`src/rtl/data_memory_access_controller.sv`:
```
// rtl/data_memory_access_controller.sv - MEM-stage load/store sequencer for a req/ready data bus
module data_memory_access_controller #(
  parameter int unsigned TIMEOUT_CYCLES = 255
) (
  input  logic        CLK,
  input  logic        RESET,
  input  logic        MEM_READ,
  input  logic        MEM_WRITE,
  input  logic [2:0]  FUNC3,
  input  logic [31:0] ADDRESS,
  input  logic [31:0] WRITE_DATA,
  output logic        BUSY,
  output logic [31:0] LOAD_DATA,
  output logic        MISALIGNED,
  output logic        BUS_TIMEOUT,
  output logic        BUS_REQ,
  output logic        BUS_WE,
  output logic [31:0] BUS_ADDR,
  output logic [3:0]  BUS_BE,
  output logic [31:0] BUS_WDATA,
  input  logic        BUS_READY,
  input  logic [31:0] BUS_RDATA
);

  typedef enum logic [1:0] {IDLE, ACCESS, DONE, FAULT} state_t;

  localparam logic [8:0] TIMEOUT_LIMIT = 9'(TIMEOUT_CYCLES);

  state_t      state, state_next;
  logic [7:0]  count;
  logic [8:0]  count_inc;
  logic [1:0]  addr_lo;
  logic [2:0]  func3_q;
  logic        timeout_flag;
  logic        request, half, word, misaligned_req, timed_out;
  logic [3:0]  be_next;
  logic [31:0] wdata_next;
  logic [7:0]  lane_byte;
  logic [15:0] lane_half;
  logic [31:0] load_value;

  // Loads map illegal widths onto LW; stores map everything above SH onto SW.
  always_comb begin
    request = MEM_READ | MEM_WRITE;
    if (MEM_READ) begin
      half = (FUNC3[1:0] == 2'b01);
      word = FUNC3[1];
    end else begin
      half = (FUNC3 == 3'b001);
      word = (FUNC3 != 3'b000) && (FUNC3 != 3'b001);
    end
    misaligned_req = (half & ADDRESS[0]) | (word & (ADDRESS[1:0] != 2'b00));
    be_next    = 4'b1111;
    wdata_next = WRITE_DATA;
    if (!MEM_READ) begin
      if (half) begin
        be_next    = 4'b0011 << {ADDRESS[1], 1'b0};
        wdata_next = {2{WRITE_DATA[15:0]}};
      end else if (!word) begin
        be_next    = 4'b0001 << ADDRESS[1:0];
        wdata_next = {4{WRITE_DATA[7:0]}};
      end
    end
  end

  always_comb begin
    case (addr_lo)
      2'd0:    lane_byte = BUS_RDATA[7:0];
      2'd1:    lane_byte = BUS_RDATA[15:8];
      2'd2:    lane_byte = BUS_RDATA[23:16];
      default: lane_byte = BUS_RDATA[31:24];
    endcase
    lane_half = addr_lo[1] ? BUS_RDATA[31:16] : BUS_RDATA[15:0];
    case (func3_q)
      3'b000:  load_value = {{24{lane_byte[7]}}, lane_byte};
      3'b001:  load_value = {{16{lane_half[15]}}, lane_half};
      3'b100:  load_value = {24'd0, lane_byte};
      3'b101:  load_value = {16'd0, lane_half};
      default: load_value = BUS_RDATA;
    endcase
  end

  always_comb begin
    state_next = state;
    count_inc  = {1'b0, count} + 9'd1;
    timed_out  = (count_inc == TIMEOUT_LIMIT);
    case (state)
      IDLE:    if (request) state_next = misaligned_req ? FAULT : ACCESS;
      ACCESS: begin
        if (BUS_READY)      state_next = DONE;
        else if (timed_out) state_next = FAULT;
      end
      default: state_next = IDLE;
    endcase
  end

  always_ff @(posedge CLK) begin
    if (!RESET) begin
      state        <= IDLE;
      count        <= 8'd0;
      addr_lo      <= 2'd0;
      func3_q      <= 3'd0;
      timeout_flag <= 1'b0;
      LOAD_DATA    <= 32'd0;
      BUS_WE       <= 1'b0;
      BUS_ADDR     <= 32'd0;
      BUS_BE       <= 4'd0;
      BUS_WDATA    <= 32'd0;
    end else begin
      state <= state_next;
      case (state)
        IDLE: begin
          if (request) begin
            timeout_flag <= 1'b0;
            count        <= 8'd0;
            if (misaligned_req) begin
              LOAD_DATA <= 32'd0;
            end else begin
              addr_lo   <= ADDRESS[1:0];
              func3_q   <= FUNC3;
              BUS_WE    <= ~MEM_READ;
              BUS_ADDR  <= {ADDRESS[31:2], 2'b00};
              BUS_BE    <= be_next;
              BUS_WDATA <= wdata_next;
            end
          end
        end
        ACCESS: begin
          count <= count_inc[7:0];
          if (BUS_READY) begin
            if (!BUS_WE) LOAD_DATA <= load_value;
          end else if (timed_out) begin
            timeout_flag <= 1'b1;
            LOAD_DATA    <= 32'd0;
          end
        end
        default: ;
      endcase
    end
  end

  assign BUSY        = RESET & (((state == IDLE) & request) | (state == ACCESS));
  assign BUS_REQ     = (state == ACCESS);
  assign MISALIGNED  = (state == FAULT) & ~timeout_flag;
  assign BUS_TIMEOUT = (state == FAULT) & timeout_flag;

endmodule

```
`config.mk`:
```
export PLATFORM = sky130hd
export DESIGN_NAME = data_memory_access_controller
export DESIGN_NICKNAME = d
export VERILOG_FILES = /design/src/rtl/data_memory_access_controller.sv
export SDC_FILE = /design/constraint.sdc
export NUM_CORES = 1
export LEC_CHECK = 0
export BUFFER_PORTS_ARGS = -buffer_cell sky130_fd_sc_hd__buf_2
export CAP_MARGIN = 20
export CELL_PAD_IN_SITES_DETAIL_PLACEMENT = 0
export CELL_PAD_IN_SITES_GLOBAL_PLACEMENT = 1
export CORE_UTILIZATION = 35
export CTS_CLUSTER_DIAMETER = 150
export DETAILED_ROUTE_END_ITERATION = 6
export GPL_TIMING_DRIVEN = 1
export PLACE_DENSITY = 0.81
export SETUP_SLACK_MARGIN = 0.5
export SYNTH_ARGS = -nofsm -noshare
export SYNTH_HDL_FRONTEND = slang
export SYNTH_SLANG_ARGS = --single-unit
```
`constraint.sdc`:
```
create_clock -name CLK -period 5.1 [get_ports CLK]
set_input_delay 0.51 -clock CLK [delete_from_list [all_inputs] [get_ports CLK]]
set_output_delay 0.51 -clock CLK [all_outputs]
set_load 0.005 [all_outputs]
```
# Word level (Yosys, flattened, before mapping)
# Index checks and enable logic that the tools add are counted.
totals:
  regBits: 115
  input_bits: 104
  output_inout_bits: 105
op_classes:
  addsub: 1
  n_eq_ne: 17
  n_shift: 2
  mux: 28
  n_bitwise: 12
  n_reduce_logical: 12
ops:
  columns: ["op", "count"]
  rows:
  - ["2-to-1 mux 32 bit", 8]
  - ["case mux 32 bit (4 select lines)", 1]
  - ["case mux 32 bit (2 select lines)", 1]
  - ["case mux 8 bit (3 select lines)", 1]
  - ["2-to-1 mux 16 bit", 1]
  - ["case mux 8 bit (2 select lines)", 1]
  - ["2-to-1 mux 4 bit", 3]
  - ["adder 8 x 1 -> 9 bit (second input constant)", 1]
  - ["== test 9 x 8 -> 1 bit (second input constant)", 1]
  - ["2-to-1 mux 2 bit", 4]
  - ["2-to-1 mux 8 bit", 1]
  - ["AND 1 bit", 6]
  - ["== test 2 x 1 -> 1 bit (second input constant)", 3]
  - ["== test 3 x 1 -> 1 bit (second input constant)", 2]
  - ["== test 3 bit (second input constant)", 2]
  - ["inequality test 2 bit (second input constant)", 3]
  - ["inequality test 3 x 1 -> 1 bit (second input constant)", 2]
  - ["2-to-1 mux 1 bit", 5]
  - ["AND reduction 5 bit", 1]
  - ["== test 2 bit (second input constant)", 2]
  - ["zero test 2 bit", 2]
  - ["case mux 2 bit (2 select lines)", 1]
  - ["AND reduction 2 bit", 2]
  - ["AND reduction 4 bit", 1]
  - ["other kinds (12)", 17]

# Longest topological paths before layout
depth:
  word_depth: 8
  mapped_depth: 9
  depth_no_buf: 7

# Least setup slack after synthesis
# Ideal clock, no wire load.
synth_path:
  path_kind: "input -> register"
  start: "input BUS_RDATA[31]"
  end: "register LOAD_DATA[15]"
  setup_time_ps: 121
  t_arrival_ps: 1798
  required_ps: 4979
  path_slack_ps: 3180
  cell_stages: 6
  path_cell_list: "mux4_2 -> and3_1 -> clkbuf_1 -> a211oi_1 -> nor2_1 -> mux2_4"
synth_via:
  elab_chain_len: 5
  elab_cells_between_ends: 6
synth_rtl:
  columns: ["element", "line", "source"]
  rows:
  - ["from (decl)", "22", "input logic [31:0] BUS_RDATA"]
  - ["case mux 8 bit (3 select lines) or 2-to-1 mux 16 bit (tied branches)", "67, 73", null]
  - ["case mux 32 bit (4 select lines) *", "74", "case (func3_q)"]
  - ["2-to-1 mux 32 bit *", "131", "if (!BUS_WE) LOAD_DATA <= load_value;"]
  - ["2-to-1 mux 32 bit *", "130", "if (BUS_READY) begin"]
  - ["case mux 32 bit (2 select lines) *", "111", "case (state)"]
  - ["to (signal assigned)", "131", null]
  - ["to (decl)", "13", "output logic [31:0] LOAD_DATA,"]
# Every way passes the cells marked *; elsewhere a longest branch is shown, timed or not. The select of a mux whose other input is x is not followed.
# A chain may end at the register's enable or synchronous reset.

# Worst setup path after layout
layout_path:
  start: "register count[1]"
  end: "register LOAD_DATA[8]"
layout_via:
  elab_chain_len: 4
layout_rtl:
  columns: ["element", "line", "source"]
  rows:
  - ["from (decl)", "30", "logic [7:0] count;"]
  - ["from (signal assigned)", "129", "count <= count_inc[7:0];"]
  - ["adder 8 x 1 -> 9 bit", "85", "count_inc = {1'b0, count} + 9'd1;"]
  - ["== test 9 x 8 -> 1 bit", "86", "timed_out = (count_inc == TIMEOUT_LIMIT);"]
  - ["inequality test 3 x 1 -> 1 bit (no source line)", null, null]
  - ["AND reduction 5 bit (no source line)", null, null]
# Every way passes these cells.

==> results.yml <==
run_status:
  status: "finished, final reports clean"
logic_synthesis:
  syn_area_per_cell_sq_um: 8.62
  yosysTopAreaCell: "dfxtp_1"
  syn_inst: 639
  synth_top_area_share_pct: 41.8
  ys_top_cells_by_area: "dfxtp_1, nand2_1, mux2i_1, o211a_1, a21boi_1"
  ys_ff_latch: 115
  ys_types: 51
  yosysWarnings: 0
  ys_seq_area_share_pct: 41.8
  syn_area_sq_um: 5510
setup_path:
  cp-start-kind: "register"
  path_max_fanout: 17
  max_stage_delay_ps: 920
  worstPathArrival_ps: 3170
  crit_path_cell_trace: "ha_1 > xnor2_1 > nor2_1 > nand4_2 > a211oi_4 > buf_4 > mux2i_1"
  cp.required_ps: 5440
  worst_path_max_delay_cell: "a211oi_4"
  setup.worst_path.class: "register to register"
  cp-end-kind: "register"
job:
  drv_cap: 0
power_and_ir_drop:
  peakVddDrop_v: 0.000248
  p_total_mw: 2.61
  p_leak_nw: 3.35
  p_per_area_nw_per_um2: 362
timing:
  postLayoutSetupSlackWorst_ps: 2260
  hold_viol_final: 0
  post-route-period-util_pct: 55.6
  worst_clock_skew_ps: 9.89
  rsz0062_at_grt: "no"
  clock.fmax_mhz: 353
  maxSlewHeadroom_pct: 30.1
  max_slew.worst_pin.slew_ps: 1050
  slew_viol_final: 0
  setup_viol: 0
  final.setup.tns_ps: 0
  fin_crit_ps: 2840
  hold_slack_ps: 331
detailed_routing:
  route.vias.total: 5189
  initialDrtViolationCount: 295
  drc: 0
  wl_um: 15500
  drtPass1Iterations: 4
  ant_nets: 0
  vias_per_cell: 4.99
  avgRoutedWirePerCell_um: 14.9
clocking:
  cts_setup_buffers: 0
  cts_buffers: 17
  cts_hold_buf: 0
  cts_buffer_depth: 2
  clk_pin_slew_ps: 60
  clock-sinks: 115
  htree_levels: 4
  cts_tree: "yes"
  ctsResizeCount: 0
  insertion_delay_ps: 410
  root_buffer: "clkbuf_16"
die:
  dieWidth_um: 127
  core-area_sq_um: 15300
  die_h_um: 127
  io_pins: 209
  num_rows: 45
  die_area_sq_um: 16200
  start_util_pct: 36.1
cells_and_area:
  syn_to_final_growth_pct: 30.8
  nNetsFinal: 922
  final_util_pct: 47.2
  final_layout_size_suffix_gt1_share_pct: 30.9
  diodes: 0
  final_cell_count_no_fill: 1039
  design_area_sq_um: 7210
placed_design:
  dp_cells: 1008
  place_ws_ps: 2010
  portBuffers: 206
  globalplace.congestion: 0.781
  placed_cell_area_sq_um: 6610
  dp_hpwl_um: 10800
global_routing:
  grt_overflow_total: 0
  grt_pass1_wl_um: 25200
  grt_use_total_pct: 19.6
  grt_max_degree: 70
  antenna_found_initial: 0
  grt_pass1_vias: 4959
min_path:
  min_path_type: "primary input to register"
[where the power goes]
part	internal, mW	leakage (nW)	switching (mW)
Combinational	0.175	2.13	0.238
Clock	0.786	0.285	0.409
Sequential	0.961	0.937	0.0403
Total	1.92	3.35	0.688
[sequential cells by signal, indices dropped and copies added (netlist names)]
name          count
BUS_WDATA        32
LOAD_DATA        32
BUS_ADDR         30
count             8
BUS_BE            4
func3_q           3
addr_lo           2
state             2
BUS_WE            1
timeout_flag      1
[Yosys cell counts, drive strengths merged]
library cell  count
a21boi           52
o21ai            31
o22ai             1
clkbuf           43
a211oi            3
nand2           173
nand2b            3
o221ai           15
a22oi             1
o21a              2
and4b             1
nor3             13
conb              1
and3b             1
o311a             1
nand3             7
buf              12
a32oi             1
dfxtp           115
nor2             13
o211a            22
or2               1
o211ai           13
xnor2             2
o32ai             1
nor4              1
a21oi             6
ha                2
and2              3
a31oi             9
mux2i            63
nand4             5
mux4              1
inv               7
a31o              1
mux2              3
nor2b             3
and3              5
or4               1
a41o              1
[layer usage]
metal / track usage (%) / vias up / part of all wire, %
met5: 0 / - / 0
met4: 6.86 / 0 / 1.2
met3: 7.16 / 14 / 8.9
met2: 30.6 / 188 / 45
met1: 24.7 / 2387 / 45
li1: - / 2600 / -
[final cells by class]
class                           count  area, sq um
Multi-Input combinational cell    463         2940
Fill cell                        1567         8050
Timing Repair Buffer              212         1080
Tap cell                          211          264
Clock inverter                     10          133
Inverter                            7         26.3
Sequential cell                   115         2300
Clock buffer                       21          460
[critical path: cells and delay by family, from the launching register on]
family | cells | cell delay [ps]
compound gates | 1 | 920
xor+xnor | 1 | 90
fa+ha+maj | 1 | 340
buf+inv | 1 | 450
flops | 1 | 470
mux | 1 | 220
simple gates | 2 | 270
[path summary, 6_finish.rpt]
kind	startpoint	cells past startpoint	end	slack (ps)
worst max-delay path	count[1]	7	LOAD_DATA[8]	2260
worst min-delay path	ADDRESS[15]	3	BUS_ADDR[15]	330
worst max register to register	count[1]	7	LOAD_DATA[8]	2260
worst min register to register	BUS_WDATA[30]	2	BUS_WDATA[30]	450
[layout by cell type (no fill, tap or decap), types with 2 or more instances in the layout]
cell,count
o221ai_1,15
nand2_1,173
nor3_1,12
nor2_1,12
mux2_2,2
o211a_1,22
conb_1,2
clkbuf_1,2
nor2b_1,3
bufinv_16,3
a21oi_1,6
nand4_1,4
xnor2_1,2
and3_1,4
nand3_1,7
dfxtp_1,115
mux2i_1,63
o21ai_0,21
buf_4,7
o21ai_1,10
a31oi_1,8
o21a_1,2
a21boi_0,24
inv_1,6
clkbuf_8,2
o211ai_1,13
clkinv_2,4
clkbuf_16,17
and2_1,3
a21boi_1,28
clkinvlp_4,3
a211oi_1,2
ha_1,2
buf_2,205
nand2b_1,3
[cell families (layout without fill, tap and decap cells)]
kind of cell,count (synthesis),in the layout,share of synthesized area [%]
compound gates,160,160,21.9
xor+xnor,2,2,0.318
fa+ha+maj,2,2,0.454
buf+inv,62,250,5.07
flops,115,115,41.8
mux,67,67,12.5
other cells,1,2,0.0681
simple gates,230,230,17.8
Note: power is estimated with default switching activity, not from simulation.
